File: src/rtl/apb_slave_regfile.sv
// apb_slave_regfile
// -----------------------------------------------------------------------------
// APB completer holding DEPTH 32-bit registers. Every transfer gets
// WAIT_CYCLES wait states before pready. Misaligned and out-of-range accesses
// are decoded as invalid. An invalid write is dropped, and an invalid read
// returns zero.
//
// Optional feature macro: APB_SLAVE_REGFILE_ERR_EN
//   defined   -> invalid accesses complete with pslverr=1
//   undefined -> pslverr is tied low (invalid accesses still dropped / read 0)
//
// Parameters:
//   DEPTH       number of 32-bit registers, power of two, 2..256
//   WAIT_CYCLES wait states before pready, 0..15
//
// Ports:
//   pclk     in   clock, all state changes on the rising edge
//   prst     in   synchronous active-high reset
//   psel     in   slave select
//   penable  in   access-phase indicator
//   pwrite   in   1 = write, 0 = read
//   paddr    in   [31:0] byte address
//   pwdata   in   [31:0] write data (sampled in the setup phase only)
//   prdata   out  [31:0] read data, valid while pready=1 on a read
//   pready   out  transfer-complete handshake (registered)
//   pslverr  out  error response, valid only while pready=1
// -----------------------------------------------------------------------------
module apb_slave_regfile #(
  parameter int DEPTH       = 16,
  parameter int WAIT_CYCLES = 1
) (
  input  logic        pclk,
  input  logic        prst,
  input  logic        psel,
  input  logic        penable,
  input  logic        pwrite,
  input  logic [31:0] paddr,
  input  logic [31:0] pwdata,
  output logic [31:0] prdata,
  output logic        pready,
  output logic        pslverr
);

  localparam int          IDX_W      = $clog2(DEPTH);
  localparam logic [31:0] ADDR_LIMIT = 32'(DEPTH * 4);
  localparam logic [3:0]  WAIT_INIT  = 4'(WAIT_CYCLES);

  typedef enum logic [1:0] {
    ST_IDLE = 2'd0,
    ST_WAIT = 2'd1,
    ST_DONE = 2'd2
  } state_t;

  // An access is invalid when it is not word aligned or lies past the last register.
  function automatic logic addr_invalid(input logic [31:0] addr);
    addr_invalid = (addr[1:0] != 2'b00) || (addr >= ADDR_LIMIT);
  endfunction

  state_t             state_r;
  state_t             state_nxt_s;
  logic [3:0]         cnt_r;
  logic [31:0]        addr_r;
  logic               write_r;
  logic [31:0]        wdata_r;
  logic [31:0]        regs_r [DEPTH];
  logic [31:0]        prdata_r;
  logic               pready_r;

  logic               setup_s;
  logic               access_s;
  logic [31:0]        dec_addr_s;
  logic               dec_write_s;
  logic               dec_invalid_s;
  logic [IDX_W-1:0]   dec_idx_s;
  logic [31:0]        rd_data_s;
  logic               enter_done_s;
  logic               commit_s;

  assign setup_s  = psel & ~penable;
  assign access_s = psel & penable;

  // Next-state logic. Losing psel/penable while waiting aborts the transfer.
  always_comb begin
    state_nxt_s = state_r;
    case (state_r)
      ST_IDLE: begin
        if (setup_s) begin
          if (WAIT_INIT == 4'd0) begin
            state_nxt_s = ST_DONE;
          end else begin
            state_nxt_s = ST_WAIT;
          end
        end else begin
          state_nxt_s = ST_IDLE;
        end
      end
      ST_WAIT: begin
        if (!access_s) begin
          state_nxt_s = ST_IDLE;
        end else if (cnt_r == 4'd1) begin
          state_nxt_s = ST_DONE;
        end else begin
          state_nxt_s = ST_WAIT;
        end
      end
      ST_DONE: begin
        state_nxt_s = ST_IDLE;
      end
      default: begin
        state_nxt_s = ST_IDLE;
      end
    endcase
  end

  // Decode of the transfer heading for DONE. With zero wait states DONE is
  // entered straight from the setup edge, before the latches hold the address.
  // In that case the live bus is decoded instead.
  always_comb begin
    dec_addr_s  = addr_r;
    dec_write_s = write_r;
    if (state_r == ST_IDLE) begin
      dec_addr_s  = paddr;
      dec_write_s = pwrite;
    end else begin
      dec_addr_s  = addr_r;
      dec_write_s = write_r;
    end
    dec_invalid_s = addr_invalid(dec_addr_s);
    dec_idx_s     = dec_addr_s[2 +: IDX_W];
    if (dec_write_s || dec_invalid_s) begin
      rd_data_s = 32'h0000_0000;
    end else begin
      rd_data_s = regs_r[dec_idx_s];
    end
  end

  assign enter_done_s = (state_nxt_s == ST_DONE) && (state_r != ST_DONE);
  assign commit_s     = (state_r == ST_DONE) && access_s && write_r && !addr_invalid(addr_r);

  // Control state. This block holds the FSM, the wait counter, the setup-phase
  // latches and the registered response.
  always_ff @(posedge pclk) begin
    if (prst) begin
      state_r  <= ST_IDLE;
      cnt_r    <= 4'd0;
      addr_r   <= 32'h0000_0000;
      write_r  <= 1'b0;
      wdata_r  <= 32'h0000_0000;
      prdata_r <= 32'h0000_0000;
      pready_r <= 1'b0;
    end else begin
      state_r <= state_nxt_s;
      if ((state_r == ST_IDLE) && setup_s) begin
        addr_r  <= paddr;
        write_r <= pwrite;
        wdata_r <= pwdata;
        cnt_r   <= WAIT_INIT;
      end else if (state_r == ST_WAIT) begin
        if (access_s) begin
          cnt_r <= cnt_r - 4'd1;
        end else begin
          cnt_r <= 4'd0;
        end
      end else begin
        cnt_r <= cnt_r;
      end
      // The response is held only for the single DONE cycle.
      if (enter_done_s) begin
        pready_r <= 1'b1;
        prdata_r <= rd_data_s;
      end else begin
        pready_r <= 1'b0;
        prdata_r <= 32'h0000_0000;
      end
    end
  end

  // Register file. A write lands on the completion edge, and reset clears every entry.
  always_ff @(posedge pclk) begin
    if (prst) begin
      for (int i = 0; i < DEPTH; i++) begin
        regs_r[i] <= 32'h0000_0000;
      end
    end else if (commit_s) begin
      regs_r[addr_r[2 +: IDX_W]] <= wdata_r;
    end else begin
      regs_r <= regs_r;
    end
  end

`ifdef APB_SLAVE_REGFILE_ERR_EN
  logic pslverr_r;

  // Error response, loaded together with pready on entry to DONE.
  always_ff @(posedge pclk) begin
    if (prst) begin
      pslverr_r <= 1'b0;
    end else if (enter_done_s) begin
      pslverr_r <= dec_invalid_s;
    end else begin
      pslverr_r <= 1'b0;
    end
  end

  assign pslverr = pslverr_r;
`else
  assign pslverr = 1'b0;
`endif

  assign prdata = prdata_r;
  assign pready = pready_r;

endmodule

File: config.mk
export PLATFORM = sky130hd
export DESIGN_NAME = apb_slave_regfile
export DESIGN_NICKNAME = d
export VERILOG_FILES = /design/src/rtl/apb_slave_regfile.sv
export SDC_FILE = /design/constraint.sdc
export NUM_CORES = 1
export LEC_CHECK = 0
export BUFFER_PORTS_ARGS = -buffer_cell sky130_fd_sc_hd__buf_4
export CAP_MARGIN = 10
export CELL_PAD_IN_SITES_DETAIL_PLACEMENT = 2
export CELL_PAD_IN_SITES_GLOBAL_PLACEMENT = 2
export CORE_AREA = 2 2 261 263
export DETAILED_ROUTE_END_ITERATION = 8
export DIE_AREA = 0 0 263 265
export PLACE_DENSITY = 0.83
export SYNTH_ARGS = -nofsm -noshare
export SYNTH_HDL_FRONTEND = slang
export SYNTH_SLANG_ARGS = --single-unit
File: constraint.sdc
create_clock -name pclk -period 3.2 [get_ports pclk]
set_clock_uncertainty 0.2 [all_clocks]
set_input_delay 0.48 -clock pclk [delete_from_list [all_inputs] [get_ports pclk]]
set_output_delay 0.48 -clock pclk [all_outputs]
set_load 0.02 [all_outputs]
After elaboration in Yosys (flattened, before gate mapping)
Cells that the tools add are included.
- $lt $le $gt $ge: 5
- mux-type cells: 16
- bitwise gates (word level): 6
- reductions and logical operators: 16
- $add $sub $neg: 1
- equal/unequal tests: 5
- shifts and indexed selects: 0
- multipliers: 0
- div/mod/pow operators: 0
- operator list (operator ; count):
    bitwise mux 512 bit ; 1
    binary-select mux 32 bit (select 4 bit) ; 1
    demux 32 bit (select 4 bit) ; 1
    two-way mux 32 bit ; 4
    >= comparator 32 x 7 -> 1 bit, second input constant ; 2
    >= comparator 5 bit, second input constant ; 2
    inverter 4 -> 5 bit ; 2
    logical AND 1 bit ; 6
    nonzero test 2 bit ; 3
    less-than comparator 5 x 1 -> 1 bit, second input constant ; 1
    two-way mux 1 bit ; 5
    equality test 2 bit, second input constant ; 2
    equality test 4 x 1 -> 1 bit, second input constant ; 1
    two-way mux 2 bit ; 2
    two-way mux 4 bit ; 1
    one-hot mux 2 bit (2 select lines) ; 1
    subtractor 4 x 1 -> 4 bit, second input constant ; 1
    logical OR 1 bit ; 3
    OR reduction 3 bit ; 1
    bitwise AND 1 bit ; 2
    equality test 2 x 1 -> 1 bit, second input constant ; 1
    logical NOT 2 bit ; 1
    != test 2 bit, second input constant ; 1
    inverter 1 bit ; 2
    other kinds (2) ; 2
- memory bits (writable): 0
- bits of input ports: 69
- memories: 0
- latch bits: 0
- ROM bits: 0
- output and inout bits: 34
- flip-flop bits (word level): 616

Longest topological paths before layout
Gate-level depths: netlist (run 1).
- word-level depth: 8
- depth in mapped cells: 10
- depth with buffers taken out: 6

Least setup slack after synthesis (run 1)
Ideal clock, no wire load.
- path kind: reg2reg
- start: register state_r[0]
- end: register prdata_r[21] (netlist: prdata[21])
- stages on the path, launching flop included: 8
- buffers on the path: 1
- arrival time: 1.840 ns
- data required time: 2.868 ns
- setup slack: 1.028 ns
- cell sequence: dfxtp_1 -> nor2_2 -> mux2_2 -> nor2_4 -> clkbuf_1 -> nand3_1 -> a31oi_1 -> nor3_1
- longest elaborated chain between the ends: 6
- ends and longest elaborated chain (what ; RTL line ; RTL):
    start: declaration ; 59 ; state_t state_r;
    start signal: assignment ; 152 ; state_r <= state_nxt_s;
    logical NOT 2 bit / equality test 2 x 1 -> 1 bit (equally long branches) ; 85, 121 ;
    two-way mux 32 bit / one-hot mux 2 bit (2 select lines) (equally long branches) ; 121, 85 ;
    >= comparator 32 x 7 -> 1 bit (tied with other cells) ; 56 ; addr_invalid = (addr[1:0] != 2'b00) || (addr >= ADDR_LIMIT);
    logical OR 1 bit (tied with other cells) ; 56 ;
    logical OR 1 bit (tied with other cells) ; 130 ; if (dec_write_s || dec_invalid_s) begin
    OR reduction 3 bit (no line) / two-way mux 32 bit (equally long branches) ; n/a ;
    end signal: assignment ; 170 ; prdata_r <= rd_data_s;
    end: declaration ; 66 ; logic [31:0] prdata_r;
Parallel ways exist; a longest one is shown, timed or not. The select of a mux whose other input is x is not followed.
A chain may end at the register's enable or synchronous reset.

Worst setup path after layout (run 1)
- start: register state_r[0]
- end: register prdata_r[12] (netlist: prdata[12])
Same word-level chain as after synthesis.

==> results.cfg, run 1 <==
[cts]
clk_pin_slew_ps = 70
cts_buffer_depth = 3
htreeDepth = 3
clock_latency_ps = 640
cts_made_buffers = 72
cts_sinks = 616
post_cts_buffers = 0
clockRootBuffer = clkbuf_16
cts_tree = built

[yosys]
synth_top_cell_by_area = dfxtp_1
synth_edf_count = 0
netlist.area_leader.share = 0.478
synthCells = 3545
yosys_register_bits = 616
synth_nets = 3616
ys_warn_count = 0
synthTopCellsByArea = dfxtp_1 (48%), nand2_1 (22%), a21oi_1 (11%)
ys_top_cells_by_count = nand2_1 (1,546), dfxtp_1 (616), a21oi_1 (582)
ys_types = 32
ys_seq_area_frac = 0.478
synth_ff_type = dfxtp_1
avgSynthCellArea_um2 = 7.28
syn_area_mm2 = 0.0258
yosysMostFrequentCell = nand2_1
synthArstFlopShare = 0

[timing]
drv_slew = 0
hold_viol_final = 0
rsz0062_at_grt = false
fmax_mhz = 316
finalCritPeriodShare = 0.989
maxSlewHeadroom = 0.252
finalSetupViolCount = 0
tns_ps = 0
fin_crit_ps = 3160
max_slew.worst_pin.slew_ps = 1120

[grt]
grt_overflow_total = 0
grt_max_degree = 189
grt_pass1_vias = 30136
grt_pass1_wl_mm = 193
antenna_found_initial = 2
grt_use_total = 0.362

[power_and_ir_drop]
power_density_mw_per_mm2 = 574
peakVddDrop_mv = 0.388
p_total_mw = 17.3
p_leak_nw = 9.74

[run_status]
status = complete, no violations

[worst_setup_path]
critPathLaunch = state_r[0]
required_ps = 3460
r2r_cells = 7
crit_end = prdata[12]
criticalPathCategory = reg -> reg
critPathLaunchType = flop
cp_max_fo = 36
r2r_start = state_r[0]
worstReg2RegEnd = prdata[12]
crit_path_end_kind = flop
cp_data_arrival_time_ps = 3420
reg2reg_slack_ps = 40

[floorplanning]
die_w_um = 263
start_util = 0.386
fp.dieH_um = 265
io_pins = 103
rows = 95
fp.dieArea_mm2 = 0.0697
coreArea_mm2 = 0.0668

[placement]
placed_cells = 4270
place_congestion = 0.804
place_hpwl_mm = 67.3
portBuffers = 101

[layout]
multi_input_area_mm2 = 0.0119
area_growth_pct = 16.9
fin_util = 0.452
seq_area_mm2 = 0.0123
num-fill-cells = 7529
drive_above_1_share = 0.0936
nets = 3607
stdcell_count = 4465

[drt]
route.vias.total = 27314
drc = 0
wirelength_mm = 129
first_pass_iters = 6
wl_per_cell_um = 28.8
avgViaCountPerCell = 6.12
drt-initial-drc-count = 2442
ant_nets = 0

[min_path]
min_from = prst
hp-class = in -> reg

[flow_run]
drv_cap = 0
[through the flow]
step / instance area, um2 / hold slack (ps) / setup slack [ps]
global route: 30200 / 91.2 / 22.5
global placement: 27200 / 237 / 278
detailed placement: 27200 / 247 / 241
finish: 30200 / 72.5 / 35.3
floorplan: 25800 / 231 / 1030
CTS: 30100 / 0.622 / 234
[state kept, by name, indices dropped and copies added, names as in the netlist]
| name | flops |
|---|---|
| state_r | 2 |
| write_r | 1 |
| pready | 1 |
| wdata_r | 32 |
| cnt_r | 4 |
| addr_r | 32 |
| prdata | 32 |
| regs_r | 512 |
[worst max-delay path, stage by stage, from the launching register on]
cell and delay (ps):
dfxtp_1 410, nor2_2 560, mux2i_1 570, nor2_4 60, buf_4 340, a32oi_1 280
a31oi_1 110, nor3_1 410
[per-layer routing]
metal  part of all wire  GRT usage  routed length (um)  vias to the layer above
li1                   -          -                   -                    11634
met1               0.39      0.417               49800                    13979
met2               0.49      0.626               62800                     1159
met3              0.060     0.0682                7780                      542
met4              0.065      0.217                8350                        0
met5                  0          0                   0                        -
[cell type report]
cell class / instances / share of cell area
Sequential cell: 616 / 0.409
Multi-Input combinational cell: 2580 / 0.394
Timing Repair Buffer: 264 / 0.0854
Clock buffer: 114 / 0.0724
Tap cell: 873 / 0.0362
Clock inverter: 14 / 0.00286
Inverter: 2 / 0.000249
Antenna cell: 2 / 0.000166
[layout by cell type (no fill, tap or decap), types with 4 or more instances in the layout]
| cell | Yosys | layout |
|---|---|---|
| a21oi_1 | 582 | 581 |
| buf_12 | 0 | 34 |
| nand3_1 | 130 | 130 |
| clkbuf_8 | 0 | 12 |
| a32oi_1 | 64 | 64 |
| nor2_4 | 3 | 5 |
| clkinv_2 | 0 | 9 |
| and4_2 | 0 | 16 |
| buf_4 | 34 | 164 |
| clkbuf_16 | 0 | 77 |
| nand2_1 | 1546 | 1544 |
| clkbuf_1 | 183 | 25 |
| nor2_1 | 7 | 6 |
| nor4_1 | 15 | 15 |
| nand4_1 | 19 | 19 |
| nor2b_1 | 5 | 5 |
| mux2i_1 | 67 | 66 |
| nand2b_1 | 5 | 4 |
| dlygate4sd3_1 | 0 | 65 |
| nor3_1 | 40 | 39 |
| dfxtp_1 | 616 | 616 |
| a31oi_1 | 64 | 64 |
[repair_timing]
item | in CTS | in global routing
hold buffers | 63 | 2
endpoints found under the hold margin | 63 | 2
resized for setup | 0 | 1
setup endpoints to repair | 0 | 1
[power breakdown]
part           switching, mW  internal, mW
registers              0.158          7.71
clock network           3.57          4.69
logic                  0.814         0.379
[cell families (layout without fill, tap and decap cells)]
group	after synthesis	in the layout	share of synthesized area
adder cells (fa/ha/maj)	2	2	0.000970
multiplexers	69	69	0.0269
AO/OA/AOI/OAI	712	712	0.150
XOR/XNOR	2	2	0.000679
buffers and inverters	349	394	0.0647
AND/OR/NAND/NOR	1794	1794	0.278
other	1	3	0.000145
flip-flops	616	616	0.478
[how the worst min path moves through the flow]
stage | to | slack [ps] | cells past startpoint
2_1_floorplan | regs_r[256] | 230 | 2
3_3_place_gp | regs_r[260] | 240 | 2
3_5_place_dp | regs_r[171] | 250 | 2
4_1_cts | addr_r[10] | 0.6 | 3
5_1_grt | pready | 90 | 3
6_report | addr_r[25] | 70 | 2
(Power assumes the default switching activity.)
==> run 2, diff against run 1 <==
Settings changed: CELL_PAD_IN_SITES_DETAIL_PLACEMENT 2 to 1, CELL_PAD_IN_SITES_GLOBAL_PLACEMENT 2 to 1, CORE_AREA 2 2 261 263 to 2 2 257 259, DIE_AREA 0 0 263 265 to 0 0 259 261, PLACE_DENSITY 0.83 to 0.7.
==> results.cfg, run 2 (same netlist as run 1, synthesis figures left out) <==
[run_status]
status = finished, violations left
violations = slew limit

[grt]
grt_max_degree = 238
grt_overflow_total = 0
antenna_found_initial = 1
grt_use_total = 0.310
grt_pass1_wl_mm = 160
grt_pass1_vias = 26977

[placement]
place_hpwl_mm = 60.8
placed_cells = 4267
pre_cts_ws_ps = 353
place_congestion = 0.820
portBuffers = 101

[worst_setup_path]
r2r_start = state_r[0]
cp_max_fo = 69
crit_path_end_kind = flop
criticalPathCategory = reg -> reg
worstReg2RegEnd = prdata[28]
r2r_cells = 7
required_ps = 3450
critPathLaunch = state_r[0]
reg2reg_slack_ps = 300
cp_data_arrival_time_ps = 3140
crit_end = prdata[28]
critPathLaunchType = flop

[power_and_ir_drop]
p_leak_nw = 9.75
power_density_mw_per_mm2 = 567
p_seq_frac = 0.459
p_int_mw = 12.9
switchingPower_mw = 4.22
switching_share = 0.247
combPwrFrac = 0.065
peakVddDrop_mv = 0.407
clockPowerShare = 0.475

[cts]
cts_made_buffers = 68
post_cts_buffers = 0
cts_sinks = 616
clock_latency_ps = 610
postCtsResizedCells = 0
clk_pin_slew_ps = 60
postCtsHoldBufs = 65
htreeDepth = 3
cts_tree = built
clockRootBuffer = clkbuf_16
cts_buffer_depth = 3

[timing]
hold_viol_final = 0
max_slew.worst_pin.slew_ps = 1620
fin_crit_ps = 2900
fmax_mhz = 345
setup_ws_ps = 303
hold_slack_ps = 61.9
finalSetupViolCount = 0
finalCritPeriodShare = 0.905
maxSlewHeadroom = -0.0769
rsz0062_at_grt = false
drv_slew = 89
tns_ps = 0

[floorplanning]
fp.dieArea_mm2 = 0.0676
start_util = 0.397
fp.dieH_um = 261
io_pins = 103
rows = 94
coreArea_mm2 = 0.0650
die_w_um = 259

[layout]
largest_register_ffs = 512
nets = 3609
seq_area_mm2 = 0.0123
area_growth_pct = 16.7
regMostFlops = regs_r
num-fill-cells = 7943
stdcell_count = 4454
final_common_cell = nand2_1
final_cell_mix = nand2_1 (1,544), dfxtp_1 (616), a21oi_1 (582)
multi_input_area_mm2 = 0.0119
drive_above_1_share = 0.0956

[drt]
drt-initial-drc-count = 2089
route.vias.total = 25588
first_pass_iters = 7
avgViaCountPerCell = 5.74
ant_nets = 0
met3_length_mm = 6.24
wirelength_mm = 106
wl_met2_mm = 50.7
dr.max_layer_used = met4
wl_per_cell_um = 23.8
wl_met1_mm = 44.0
drc = 0

[min_path]
hp-class = in -> reg

[flow_run]
drv_cap = 0
==> run 2: metal layers <==
| layer | global-route usage | vias up |
|---|---|---|
| met2 | 0.535 | 856 |
| met5 | 0 | - |
| met3 | 0.0512 | 312 |
| met4 | 0.142 | 0 |
| li1 | - | 11642 |
| met1 | 0.380 | 12778 |
==> run 2: critical path: stages (launching register included) <==
cell and delay [ps]:
dfxtp_1 390, o21ai_0 400, and2_4 450, buf_12 380, mux2i_1 150, a32oi_1 160
a31oi_1 130, nor3_1 400
==> run 2: through the flow <==
step	utilization	power (mW)	instance area [um2]
6_report	0.463	17.1	30100
5_1_grt	0.463	17.6	30100
4_1_cts	0.463	17.1	30100
3_5_place_dp	0.418	9.04	27200
2_1_floorplan	-	8.60	25800
3_3_place_gp	0.418	9.02	27200
==> run 2: how the worst min path moves through the flow <==
stage | from | end | slack, ps | cells past startpoint
floorplan | regs_r[256] | regs_r[256] | 230 | 2
global placement | regs_r[297] | regs_r[297] | 240 | 2
detailed placement | regs_r[56] | regs_r[56] | 240 | 2
CTS | penable | pready | 30 | 3
global route | penable | pready | 70 | 3
finish | penable | pready | 60 | 3
==> run 2: power groups by stage <==
stage | Sequential, mW | Combinational (mW) | Clock [mW]
2_1_floorplan | 7.89 | 0.704 | 0
3_3_place_gp | 8.01 | 1.01 | 0
3_5_place_dp | 8.02 | 1.02 | 0
4_1_cts | 7.84 | 1.09 | 8.21
5_1_grt | 7.85 | 1.18 | 8.53
6_report | 7.85 | 1.11 | 8.12
==> run 2: layout make-up <==
type / instances / area share
well taps: 864 / 0.0359
clock buffers: 100 / 0.0665
inverters: 2 / 0.000249
clock inverters: 21 / 0.00889
flip-flops and latches: 616 / 0.409
diodes: 1 / 0.0000831
multi-input cells: 2580 / 0.394
repair buffers: 270 / 0.0846
==> run 3, diff against run 2 <==
Settings changed: CTS_CLUSTER_DIAMETER from default to 150, PLACE_DENSITY 0.7 to 0.8, RECOVER_POWER from default to 100.
==> results.cfg, run 3 (same netlist as run 1, synthesis figures left out) <==
[drt]
drt-initial-drc-count = 2240
wl_per_cell_um = 23.0
ant_nets = 0
first_pass_iters = 5
wirelength_mm = 102
route.vias.total = 25440
avgViaCountPerCell = 5.75
drc = 0

[worst_setup_path]
crit_path_end_kind = flop
critPathLaunchType = flop
critPathLaunch = state_r[0]
cp_num_buf_inv = 2
crit_chain = nor2_1 > clkbuf_1 > mux2i_1 > nor2_4 > buf_6 > a32oi_1 > a31oi_1 > nor3_1
criticalPathCategory = reg -> reg
r2r_start = state_r[0]
required_ps = 3520
slowest_stage = mux2i_1
r2r_cells = 8
cp_max_fo = 45
cp_data_arrival_time_ps = 3360
crit_family = buffers and inverters
worst-path-stages = 8
cp_slowest_stage_delay_ps = 510

[power_and_ir_drop]
p_int_mw = 12.4
p_seq_frac = 0.476
p_total_mw = 16.5
p_leak_nw = 9.39
combPwrFrac = 0.066
power_density_mw_per_mm2 = 558
switchingPower_mw = 4.09
peakVddDrop_mv = 0.363
clockPowerShare = 0.457
switching_share = 0.248

[timing]
max_slew.worst_pin.slew_ps = 1110
fin_crit_ps = 3030
finalCritPeriodShare = 0.948
tns_ps = 0
setup_ws_ps = 165
finalSetupViolCount = 0
hold_viol_final = 0
drv_slew = 0
maxSlewHeadroom = 0.259
fmax_mhz = 330
rsz0062_at_grt = false

[grt]
grt_pass1_wl_mm = 156
grt_use_met1 = 0.368
grt_overflow_total = 0
antenna_found_initial = 1
use_met3 = 0.0393
grt_use_total = 0.298
grt_max_degree = 210
grt_use_met2 = 0.507
busiest_layer = met2
grt_pass1_vias = 26258

[layout]
fin_area_mm2 = 0.0295
final_cell_mix = nand2_1 (1,544), dfxtp_1 (616), a21oi_1 (582)
regMostFlops = regs_r
drive_above_1_share = 0.0795
final_common_cell = nand2_1
area_growth_pct = 14.4
largest_register_ffs = 512
nets = 3587

[min_path]
min_path_cells = 3
min_from = penable
hp-class = in -> reg

[cts]
clk_pin_slew_ps = 80
cts_tree = built
postCtsResizedCells = 0
clockRootBuffer = clkbuf_16
cts_buffer_depth = 3
cts_sinks = 616
clock_latency_ps = 620
post_cts_buffers = 0
htreeDepth = 3
cts_made_buffers = 67
postCtsHoldBufs = 52

[floorplanning]
io_pins = 103
coreArea_mm2 = 0.0650
rows = 94
die_w_um = 259
start_util = 0.397
fp.dieArea_mm2 = 0.0676
fp.dieH_um = 261

[placement]
place_congestion = 0.783
place_hpwl_mm = 56.2
pre_cts_ws_ps = 414
place_area_mm2 = 0.0271
portBuffers = 101

[run_status]
status = complete, no violations

[flow_run]
drv_cap = 0
## run 3: per-layer routing
layer  vias up  routed length, um
li1      11588                  -
met4         0               5490
met2       853              48300
met3       277               5670
met5         -                  0
met1     12722              42100
## run 3: layout make-up
type,count,area [um2]
multi-input cells,2580,11900
repair buffers,249,2170
clock buffers,97,1950
diodes,1,2.50
inverters,2,7.51
clock inverters,15,106
fillers,8098,35500
well taps,864,1080
flip-flops and latches,616,12300
## run 3: final timing paths
path | slack (ps) | to
worst max-delay path | 170 | prdata[28]
worst min-delay path | 50 | pready
worst max register to register | 170 | prdata[28]
worst min register to register | 250 | regs_r[44]
## run 3: metrics by stage
step            util  instances  hold WS, ps
2_1_floorplan      -       3545          231
3_3_place_gp   0.417       4259          238
3_5_place_dp   0.417       4259          244
4_1_cts        0.457       4423         15.4
5_1_grt        0.454       4424         24.8
6_report       0.454       4424         46.1
## run 3: power by group through the flow
stage	Clock [mW]	Combinational, mW	Sequential, mW
2_1_floorplan	0	0.704	7.89
3_3_place_gp	0	0.997	8.00
3_5_place_dp	0	1.01	8.00
4_1_cts	7.59	1.07	7.83
5_1_grt	7.92	1.15	7.84
6_report	7.53	1.09	7.84
## run 3: tightest hold or removal path, cell delays in order
cell and delay, ps:
buf_4 130, nand3_1 140, nor3_1 80
